--- src/rtl/pcs_am_insert.sv ---
// pcs_am_insert: multi-lane 40GBASE-R alignment marker inserter with one-cycle MAC stall per marker.
// Define PCS_AM_BIP_EN to carry BIP3/BIP7 lane parity; otherwise markers carry BIP3=00/BIP7=FF.
module pcs_am_insert #(
    parameter int LANE_N    = 4,
    parameter int DATA_W    = 64,
    parameter int HEAD_W    = 2,
    parameter int AM_PERIOD = 16383
) (
    input  logic                       clk,
    input  logic                       nreset,
    input  logic [LANE_N*HEAD_W-1:0]   head_i,
    input  logic [LANE_N*DATA_W-1:0]   data_i,
    output logic                       ready_o,
    output logic                       valid_o,
    output logic [LANE_N*HEAD_W-1:0]   head_o,
    output logic [LANE_N*DATA_W-1:0]   data_o
);
    localparam int CNT_W = $clog2(AM_PERIOD);
    // {M2,M1,M0} per lane
    localparam logic [3:0][23:0] AM_TAB = {24'h3D79A2, 24'h9B65C5, 24'hE6C4F0, 24'h477690};
    logic                     r_am_q;
    logic                     r_valid;
    logic [CNT_W-1:0]         r_cnt;
    logic [LANE_N*HEAD_W-1:0] r_head;
    logic [LANE_N*DATA_W-1:0] r_data;
    logic [LANE_N-1:0][7:0]   w_bip3;
    logic [LANE_N*DATA_W-1:0] w_am_data;
    logic                     w_wrap;
    assign ready_o = ~r_am_q;
    assign valid_o = r_valid;
    assign head_o  = r_head;
    assign data_o  = r_data;
    assign w_wrap  = r_cnt == CNT_W'(AM_PERIOD - 1);
`ifdef PCS_AM_BIP_EN
    // data bit n lands in BIP bit n%8; head[0] in bit3, head[1] in bit4
    function automatic logic [7:0] blk_par(input logic [1:0] h, input logic [63:0] d);
        logic [7:0] p;
        p = {3'b000, h, 3'b000};
        for (int k = 0; k < 8; k++) p ^= d[8*k+:8];
        return p;
    endfunction
`endif
    for (genvar i = 0; i < LANE_N; i++) begin : g_lane
        assign w_am_data[i*DATA_W+:DATA_W] = {~w_bip3[i], ~AM_TAB[i], w_bip3[i], AM_TAB[i]};
`ifdef PCS_AM_BIP_EN
        logic [7:0] r_bip;
        assign w_bip3[i] = r_bip;
        always_ff @(posedge clk) begin
            if (!nreset)
                r_bip <= '0;
            else
                r_bip <= r_am_q ? blk_par(2'b01, w_am_data[i*DATA_W+:DATA_W])
                                : r_bip ^ blk_par(head_i[i*HEAD_W+:HEAD_W], data_i[i*DATA_W+:DATA_W]);
        end
`else
        assign w_bip3[i] = 8'h00;
`endif
    end
    always_ff @(posedge clk) begin
        if (!nreset) begin
            r_am_q  <= 1'b1;
            r_valid <= 1'b0;
            r_cnt   <= '0;
            r_head  <= '0;
            r_data  <= '0;
        end else begin
            r_valid <= 1'b1;
            r_am_q  <= ~r_am_q & w_wrap;
            r_head  <= r_am_q ? {LANE_N{HEAD_W'(1)}} : head_i;
            r_data  <= r_am_q ? w_am_data : data_i;
            if (!r_am_q) r_cnt <= w_wrap ? '0 : r_cnt + CNT_W'(1);
        end
    end
endmodule

--- config.mk ---
export PLATFORM = sky130hd
export DESIGN_NAME = pcs_am_insert
export DESIGN_NICKNAME = d
export VERILOG_FILES = /design/src/rtl/pcs_am_insert.sv
export SDC_FILE = /design/constraint.sdc
export NUM_CORES = 1
export LEC_CHECK = 0
export CORE_AREA = 4 4 207 209
export CTS_BUF_LIST = sky130_fd_sc_hd__clkbuf_4 sky130_fd_sc_hd__clkbuf_8
export CTS_CLUSTER_SIZE = 30
export DETAILED_ROUTE_END_ITERATION = 8
export DIE_AREA = 0 0 211 213
export REMOVE_ABC_BUFFERS = 1
export SETUP_SLACK_MARGIN = 0.5
export SLEW_MARGIN = 20
export SYNTH_ARGS = -nofsm -noshare
export SYNTH_HDL_FRONTEND = slang
export SYNTH_SLANG_ARGS = --single-unit
--- constraint.sdc ---
create_clock -name clk -period 3.1 [get_ports clk]
set_input_delay 0.93 -clock clk [delete_from_list [all_inputs] [get_ports clk]]
set_output_delay 0.93 -clock clk [all_outputs]
set_load 0.01 [all_outputs]
**Word level (Yosys, flattened, before mapping)**

Index checks and enable logic that the tools add are counted.
Widths: inputs -> output; s select.

- Input port bits: 266
- Logic and storage cells: 17
- Register bits after elaboration: 280
- Output and inout port bits: 266

- Mux-type cells: 4
- Bitwise operators: 3
- Add/sub/neg operators: 1
- Equality and inequality tests: 1
- Reduce and logical (&&, ||, !) cells: 1

Operator list:

| kind | count |
|---|---|
| $mux 256 | 1 |
| $add 14x1->14 const B | 1 |
| $eq 14x14->1 const B | 1 |
| $mux 14 | 1 |
| $mux 7 | 1 |
| $not 1->1 | 2 |
| $reduce_or 2->1 | 1 |
| $and 1x1->1 | 1 |
| $mux 1 | 1 |

**Logic depth before layout (Yosys ltp)**

- Depth after elaboration: 2
- Depth in mapped cells: 6
- Depth with buffers taken out: 5

**Worst setup path after synthesis**

OpenSTA, ideal clock, no wires.

- Path kind: register to output
- Start: register r_am_q
- End: output ready_o
- Required time: 2.170 ns
- Setup slack: 1.118 ns
- Cell stages (with the launch flop): 4
- Buffers on the path: 2
- Data arrival time: 1.052 ns
- Cells stage by stage: dfxtp_1 -> clkbuf_1 -> clkbuf_1 -> inv_1

- Cells in the longest elaborated chain, start to end: 1

RTL lines:

| element | RTL line | source |
|---|---|---|
| from (decl) | 21 | `logic r_am_q;` |
| from (signal assigned) | 68 | `r_am_q <= ~r_am_q & w_wrap;` |
| $not 1->1 | 29 | `assign ready_o = ~r_am_q;` |
| to (decl) | 13 | `output logic ready_o,` |

No other way between the ends.

**Worst setup path after layout**

- Start: register r_data[236], in the netlist data_o[236]
- End: output data_o[236]

RTL lines:

| element | RTL line | source |
|---|---|---|
| from (decl) | 25 | `logic [LANE_N*DATA_W-1:0] r_data;` |
| from (signal assigned) | 70 | `r_data <= r_am_q ? w_am_data : data_i;` |
| to (decl) | 16 | `output logic [LANE_N*DATA_W-1:0] data_o` |

No word-level cell between the ends.

==> key figures <==
Place
  • Cell total after placement: 1674
  • Final RePlAce weighted congestion: ~0.78
  • Pre-CTS setup slack: ~0.9 ns
  • Detailed Place HPWL: 23.59 mm
  • Number of buffers added on ports: 531

Worst setup path
  • Worst reg2reg setup slack: 1.16 ns
  • Bufs and invs on worst path: 1
  • Slowest Stage Delay on Critical Path: 0.58 ns
  • R2r endpoint: data_o[167]
  • WP data arrival: 1.56 ns
  • Top delay family on crit path: buffers and inverters
  • Crit path depth: 1
  • Startpoint Class: register
  • Crit-path slowest cell: clkdlybuf4s50_1
  • R2R cell count: 4
  • RR Startpoint: r_am_q
  • CP Data Required Time: ~2.2 ns
  • Setup crit start: data_o[236]
  • Crit. End Element: output pin
  • Worst-path maximum fanout: 1
  • Crit path kind: register to output pin
  • Worst path cell trace: clkdlybuf4s50_1

Power and ir drop
  • VDD IR-drop max: 0.3123 mV
  • Leakage Power: 5.717 nW
  • P per Cell Area: between 500 and 600 nW/um^2

Global routing
  • First-pass GRT wire length: 42.86 mm
  • Number of global-route vias before repair: 6781
  • Gr usage total: 12.66%
  • Pin count of the biggest net entering global routing: approximately 140
  • Overflow after GRT: 0
  • Initial antenna violation count: 8

Worst hold path
  • WHS Path Cells: 2
  • Worst Hold Launch: r_cnt[12]
  • Worst Hold End: r_cnt[12]
  • Worst min path class: register to register

Floorplanning
  • Die Width: 211 um
  • Initial Utilization: 19.62%
  • # rows: 74
  • IO Pins: 532
  • Die area: 44940 um^2
  • Die H: between 200 and 250 um
  • Core area: 40830 um^2

Final layout
  • Non-Filler Instances: 1759
  • Share of post-route cells with drive strength above 1: 7.830%
  • Area Overhead vs Synth: 85.87%
  • Final #Nets: 1461

Route
  • Antenna-violating nets left: 0
  • DR vias: 6661
  • Initial DRT Pass Iterations: 4
  • Initial drt markers: 239
  • Total Wirelength: 30.71 mm
  • # DRC: 0
  • Routed WL per cell: 17.46 um
  • Vias per cell: around 3.8

STA
  • Relative slew slack: 38.78%
  • Unrepaired setup endpoints after global routing: no
  • Worst-Margin Slew: between 0.9 and 1 ns
  • Max-slew violation count: 0
  • Final worst-path cycle share: approximately 80%
  • Worst clock skew: 0.01450 ns
  • Final setup viols: 0
  • Max frequency: 401.9 MHz
  • Fin. Hold Viols: 0
  • Hold slack: 0.4944 ns
  • Final critical path time including I/O delays and setup: about 2.5 ns
  • Setup ws final: 0.6119 ns

Synth
  • Cell variety after synth: 28
  • Async S/R FF share, synth: 0%
  • Mapped Cells: 652
  • Synth Warn #: 0
  • Yosys reg bits: 280
  • Dominant synthesized flop cell: dfxtp_1
  • Register area share after synthesis: 69.96%
  • Mapped Avg Cell Area: 12.29 um^2
  • Post-synth EDFFs: 0
  • Synthesized area: 8013 um^2

CTS
  • Clk Tree Root Cell: clkbuf_8
  • Post-CTS setup buffer count: 0
  • CTS tree: built
  • CTS Buf Count: 48
  • CTS max path bufs: 3
  • Insertion delay to the later sink of the worst-skew pair: approximately 0.59 ns
  • Clock slew at reported path FFs: 0.06 ns
  • CTS sink cnt: 280
  • H-Tree Depth: 2

Job
  • Max cap viols: 0

Run status
  • Outcome: complete, no violations
worst max-delay path by stage:
| stage | endpoint | slack [ns] |
|---|---|---|
| after CTS | data_o[76] | 0.51 |
| after floorplan | data_o[0] | -0.97 |
| final | data_o[236] | 0.61 |
| after global placement | data_o[103] | 0.94 |
| after detailed placement | r_cnt[13] | 0.92 |
| after global routing | ready_o | 0.51 |
synthesized netlist by cell type, drive strengths merged (2+ instances only):
cell type	instances	share of area, %
ha	3	0.47
or3	2	0.16
inv	2	0.094
dfxtp	280	70
buf	4	0.34
o21ai	2	0.12
and2	133	10
o21a	132	12
clkbuf	43	2.0
nand3	8	0.66
nor2	13	0.61
a21oi	3	0.19
xnor2	3	0.33
xor2	8	0.87
nand4	3	0.23
nand2	3	0.14
nor2b	2	0.16
nor3	2	0.12
layout make-up:
cell class	instances	area [um^2]
diodes	1	2.502
clock buffers	71	914.6
clock inverters	13	98.84
fillers	4023	25940
inverters	2	7.507
multi-input cells	323	2213
flip-flops and latches	280	5610
well taps	532	665.6
repair buffers	537	5380
routing by layer:
layer  routed length (um)  global-route usage [%]  vias to the layer above
li1                     -                       -                     3197
met5                   62                       0                        -
met3                 3972                   6.920                       73
met4                 1078                   4.963                       10
met2                14550                   21.57                      402
met1                11050                   13.10                     2979
registers in the layout, indices dropped and copies added, names as in the netlist:
register  cells
data_o      256
r_cnt        14
head_o        8
r_am_q        1
valid_o       1
metrics by stage:
step	area [um^2]	utilization (%)	total power, W	TNS (ns)
3_3_place_gp	13880	33.99	0.004996	0
3_5_place_dp	13880	33.99	0.005006	0
5_1_grt	14890	36.47	0.008808	0
6_report	14890	36.47	0.008383	0
2_1_floorplan	7824	-	0.004178	-132.56
4_1_cts	14890	36.47	0.008588	0
kinds of logic (layout without fill, tap and decap cells):
kind of cell / count (synthesis) / after routing / share of synthesized area [%]
AO/OA/AOI/OAI: 138 / 138 / 12.94
XOR/XNOR: 11 / 11 / 1.202
adder cells (fa/ha/maj): 3 / 3 / 0.4685
buffers and inverters: 49 / 623 / 2.451
flip-flops: 280 / 280 / 69.96
other: 0 / 1 / 0
AND/OR/NAND/NOR: 171 / 171 / 12.98
power by group:
part,switching (W),internal (W),total [W]
Clock,0.00150,0.00197,0.00348
Sequential,0.0000588,0.00379,0.00385
Combinational,0.000367,0.000693,0.00106
Total,0.00193,0.00645,0.00838
repair_timing:
item	4_1_cts	5_1_grt
setup endpoints to repair	3	0
endpoints found under the hold margin	0	0
hold buffers	0	0
gates resized for setup	3	0
placed cells by master, fill, tap and decap left out, types with 3 or more instances in the layout:
cell type	Yosys	final
a21oi_1	3	3
clkinv_2	0	9
ha_1	3	3
buf_4	1	5
and2_1	133	133
nand2_1	3	3
o21a_1	132	132
clkdlybuf4s50_1	0	528
clkbuf_8	0	61
nand4_1	3	3
nor2_1	13	13
clkbuf_4	0	10
xor2_1	8	8
dfxtp_1	280	278
nand3_1	7	7
xnor2_1	3	3
Note: power is estimated with default switching activity, not from simulation.
==> edit 1 (same settings) <==
Set the parameter `HEAD_W` to 4 (it was 2).
--- a/src/rtl/pcs_am_insert.sv
+++ b/src/rtl/pcs_am_insert.sv
@@ -3,7 +3,7 @@
 module pcs_am_insert #(
     parameter int LANE_N    = 4,
     parameter int DATA_W    = 64,
-    parameter int HEAD_W    = 2,
+    parameter int HEAD_W    = 4,
     parameter int AM_PERIOD = 16383
 ) (
     input  logic                       clk,
Ports: changed (resized head_i and head_o); port bits go from 532 to 548. No check against the original RTL was run, so the function may have changed too.
==> edit 1 against the original RTL <==
  * Power increased by 2.9%
  * Routed wire length rose by 1.6%
  * Register-to-register slack gained 140 ps
  * Synthesized cell count is 2.1% higher
  * Sequential cell count is 8 higher
  * Highest routed layer unchanged
  * Setup slack gained 28 ps
  * Via count is 2.1% higher
  * Design area increased by 2.6%
  * Cell count is 1.8% higher
  * Sequential power rose by 3%
  * Clock power increased by 3%
  * Non-clock buffer count up 15
  * Synthesized area is 2.3% higher
  * Die area stayed put
==> edit 1: results (changes against the original RTL) <==
Antenna violations before repair: 10 (+2)
CP peak stage delay: 630 ps (+50 ps)
Yosys cell types: 26 (-7.1%)
Hold Path Class: flip-flop to flip-flop
Reg2reg setup slack: 1300 ps (+140 ps)
Setup TNS: 0 ps (unchanged)
Top FF cell, synth: dfxtp_1
H-tree Lvls: 2 (unchanged)
Top cells by area, synth: dfxtp_1 70%, o21a_1 12%, and2_1 11%
Port bufs: 547 (+3.0%)
CTS buffer count: 50 (+4.2%)
Mapped Area: 8200 um^2 (+2.3%)
DP HPWL: 24300 um (+3.0%)
Worst rel slew slack: 0.511 (+0.123)
Fraction of registers with async set/reset: 0 (unchanged)
Synth warnings: 0 (unchanged)
Part of the Yosys area used for sequential elements: 0.703 (+0.00373)
DR WL/cell: 17.4 um (-0.25%)
Root buffer cell: clkbuf_8
Commonest cells post-synth: 288 x dfxtp_1, 142 x and2_1, 132 x o21a_1, 42 x clkbuf_1, 13 x nor2_1
Leak: 5.89 nW (+3.1%)
Vias in the first global route: 7117 (+5.0%)
# Post-CTS Setup Buffers: 0 (unchanged)
Tot GR Track Use: 0.130 (+0.00323)
Fill count: 4017 (-0.15%)
Largest net degree at the start of global routing: 118 (-13%)
CP max FO: 1 (unchanged)
Clock transition at the registers of the reported paths: 60 ps (about the same)
Worst Reg-to-Reg Cells: 3 (-1)
Initial DRC Count: 288 (+21%)
DRT Pass-1 Iters: 4 (unchanged)
Max clock buf depth: 3 (unchanged)
Arrival time worst endpoint: 1530 ps (-30 ps)
Outcome: completed
Max Clock Skew: 16.1 ps (+1.64 ps)
Share of cells above drive strength 1: 0.0764 (-0.00193)
Nets: 1500 (+2.7%)
Gpl congestion: 0.798 (+2.8%)
Worst hold path stage count: 2 (unchanged)
Peak VDD IR: 0.305 mV (-2.4%)
Hold WS: 493 ps (-1.71 ps)
CP max-delay cell: clkdlybuf4s50_1
Max Clock Freq: 407 MHz (+1.1%)
Clock Latency Late Sink: 580 ps
First-pass GRT wire length: 44100 um (+2.9%)
Avg Vias per Cell: 3.80 (+0.23%)
Cell family with most CP delay: buffers and inverters
edit 1: changes by cell type after synthesis, sizes merged, moves of 2 or more:
| cell | unedited run | this run |
|---|---|---|
| and2 | 133 | 142 |
| dfxtp | 280 | 288 |
| nand2 | 3 | 1 |
| nand4 | 3 | 5 |
| nor3 | 2 | 0 |
| xnor2 | 3 | 1 |
| xor2 | 8 | 10 |
edit 1: logic make-up after synthesis:
| logic type | count (synthesis) | share of synthesized area |
|---|---|---|
| flip-flops | 288 | 0.703 |
| adder cells (fa/ha/maj) | 3 | 0.00458 |
| AO/OA/AOI/OAI | 138 | 0.125 |
| AND/OR/NAND/NOR | 177 | 0.131 |
| buffers and inverters | 49 | 0.0241 |
| XOR/XNOR | 11 | 0.0118 |
edit 1: layer usage:
layer | global-route usage | wire (um) | vias to the layer above
met3 | 0.0768 | 4190 | 69
met1 | 0.128 | 10700 | 3053
met4 | 0.0474 | 1030 | 10
li1 | - | - | 3264
met5 | 0 | 64 | -
met2 | 0.226 | 15200 | 402
edit 1: power by group:
part           total [mW]  internal [mW]  switching [mW]
logic                1.08          0.708           0.369
clock network        3.59           2.08            1.51
registers            3.95           3.90          0.0581
edit 1: area by class of cell:
class,count,area share
diodes,2,0.000328
clock inverters,8,0.00500
clock buffers,78,0.0641
multi-input cells,329,0.146
well taps,532,0.0436
inverters,2,0.000491
flip-flops and latches,288,0.378
repair buffers,552,0.362
edit 1: timing repair:
action,in CTS,in global routing
gates resized for setup,1,1
endpoints found under the hold margin,0,0
gates cloned,0,0
setup endpoints to repair,1,1
edit 1: path summary, 6_finish.rpt:
path          startpoint     endpoint
min            r_cnt[13]    r_cnt[13]
min reg2reg    r_cnt[13]    r_cnt[13]
max reg2reg       r_am_q   data_o[85]
max          data_o[242]  data_o[242]
edit 1: through the flow:
stage,utilization,setup slack (ps),std cells,power (mW),area [um^2]
2_1_floorplan,-,-1010,619,4.29,8010
3_3_place_gp,0.348,886,1703,5.12,14200
3_5_place_dp,0.348,845,1703,5.13,14200
4_1_cts,0.374,501,1789,8.81,15300
5_1_grt,0.374,512,1790,9.05,15300
6_report,0.374,640,1791,8.62,15300
==> edit 2 (same settings) <==
Made on the original files. Take the reset off `r_data` and load it in a clocked block of its own.
--- a/src/rtl/pcs_am_insert.sv
+++ b/src/rtl/pcs_am_insert.sv
@@ -62,14 +62,16 @@
             r_valid <= 1'b0;
             r_cnt   <= '0;
             r_head  <= '0;
-            r_data  <= '0;
         end else begin
             r_valid <= 1'b1;
             r_am_q  <= ~r_am_q & w_wrap;
             r_head  <= r_am_q ? {LANE_N{HEAD_W'(1)}} : head_i;
-            r_data  <= r_am_q ? w_am_data : data_i;
             if (!r_am_q) r_cnt <= w_wrap ? '0 : r_cnt + CNT_W'(1);
         end
     end
+
+    always_ff @(posedge clk) begin
+        r_data <= r_am_q ? w_am_data : data_i;
+    end
 endmodule
 
Formal check against the unedited RTL: not equivalent (Yosys sat finds a counterexample within 4 cycles, from zero or initial values and one cycle with nreset low).
==> edit 2 against the original RTL <==
  * Synthesized cell count fell by 2.6%
  * Synthesized area is 2.8% lower
  * Clock skew shrank 3.2 ps
  * Sequential cell count unchanged
  * Via count shrank 5.6%
  * Cell count barely moved
  * Power up 2.6%
  * Routed wire length shrank 11%
  * Sequential power about the same
  * Setup slack better by 67 ps
  * Design area is 0.82% lower
  * Combinational power is 5% lower
  * Count of clock-buffer cells in the layout rose by 9
  * Critical path type unchanged
  * Largest power group unchanged
==> edit 2: results (changes against the original RTL) <==
Setup crit start: data_o[100]
Nets: 1459 (-0.14%)
Antenna violations before repair: 4 (-4)
Share of cells above drive strength 1: 0.183 (+0.104)
Yosys cell types: 23 (-18%)
Tot GR Track Use: 0.113 (-0.0133)
DP HPWL: 21000 um (-11%)
Inserted Diodes: 0 (-1)
Via count: 6285 (-5.6%)
Outcome: completed
Max Clock Skew: 11.3 ps (-3.16 ps)
Max clock buf depth: 3 (unchanged)
Final hold violation count: 0 (unchanged)
CP peak stage delay: 560 ps (-20 ps)
Commonest cells post-synth: 280 x dfxtp_1, 131 x nor2b_1, 128 x or2_2, 29 x clkbuf_1, 13 x nor2_1
Gpl congestion: 0.774 (-0.26%)
Worst rel slew slack: 0.315 (-0.0731)
Arrival time worst endpoint: 1490 ps (-70 ps)
Part of the Yosys area used for sequential elements: 0.720 (+0.0203)
Vias in the first global route: 6497 (-4.2%)
Adder-cell area share of the yosys netlist: 0.00482 (+0.000136)
Worst Reg-to-Reg Cells: 3 (-1)
Post-Synth XOR/XNOR Area: 0.0124 (+0.000350)
Leak: 5.79 nW (+1.3%)
Top FF cell, synth: dfxtp_1
Synth Area in Compound Gates: 0.00820 (-0.121)
Peak VDD IR: 0.270 mV (-14%)
Initial DRC Count: 286 (+20%)
CTS buffer count: 50 (+4.2%)
Fill count: 4040 (+0.42%)
Largest net degree at the start of global routing: 118 (-13%)
## edit 2: cell type report
class / instances / share of cell area
Sequential cell: 280 / 0.380
Timing Repair Buffer: 535 / 0.362
Multi-Input combinational cell: 321 / 0.137
Clock buffer: 80 / 0.0690
Tap cell: 532 / 0.0451
Clock inverter: 8 / 0.00627
Inverter: 2 / 0.000508
## edit 2: worst paths after layout
| path | endpoint | slack, ps |
|---|---|---|
| setup reg to reg | data_o[55] | 1160 |
| setup / recovery | data_o[100] | 680 |
| hold reg to reg | r_cnt[12] | 490 |
| hold / removal | r_cnt[12] | 490 |
## edit 2: stage by stage
stage | power [mW] | setup slack [ps] | area (um^2) | cells | utilization
2_1_floorplan | 4.20 | -2080 | 7640 | 603 | -
3_3_place_gp | 4.94 | 982 | 13700 | 1670 | 0.334
3_5_place_dp | 4.95 | 925 | 13700 | 1670 | 0.334
4_1_cts | 8.81 | 493 | 14800 | 1758 | 0.362
5_1_grt | 9.01 | 517 | 14800 | 1758 | 0.362
6_report | 8.60 | 679 | 14800 | 1758 | 0.362
## edit 2: report_power, final
group / internal [mW] / switching [mW] / total [mW] / leakage (nW)
combinational: 0.685 / 0.322 / 1.01 / 2.87
sequential: 3.79 / 0.0559 / 3.84 / 2.33
clock: 2.24 / 1.51 / 3.75 / 0.589
total: 6.71 / 1.89 / 8.60 / 5.79
## edit 2: tightest hold or removal path, cell delays in order (launching register included)
cell and delay [ps]:
dfxtp_1 320, o21ai_0 70, a21oi_1 60
## edit 2: per-layer routing
metal,share of wire,track usage
met4,0.023,0.0367
met1,0.38,0.125
met3,0.11,0.0552
met2,0.49,0.192
met5,0.00047,0
## edit 2: what timing repair did
action	CTS	global route
resized for setup	4	1
gates cloned	0	0
endpoints found under the setup margin	4	1
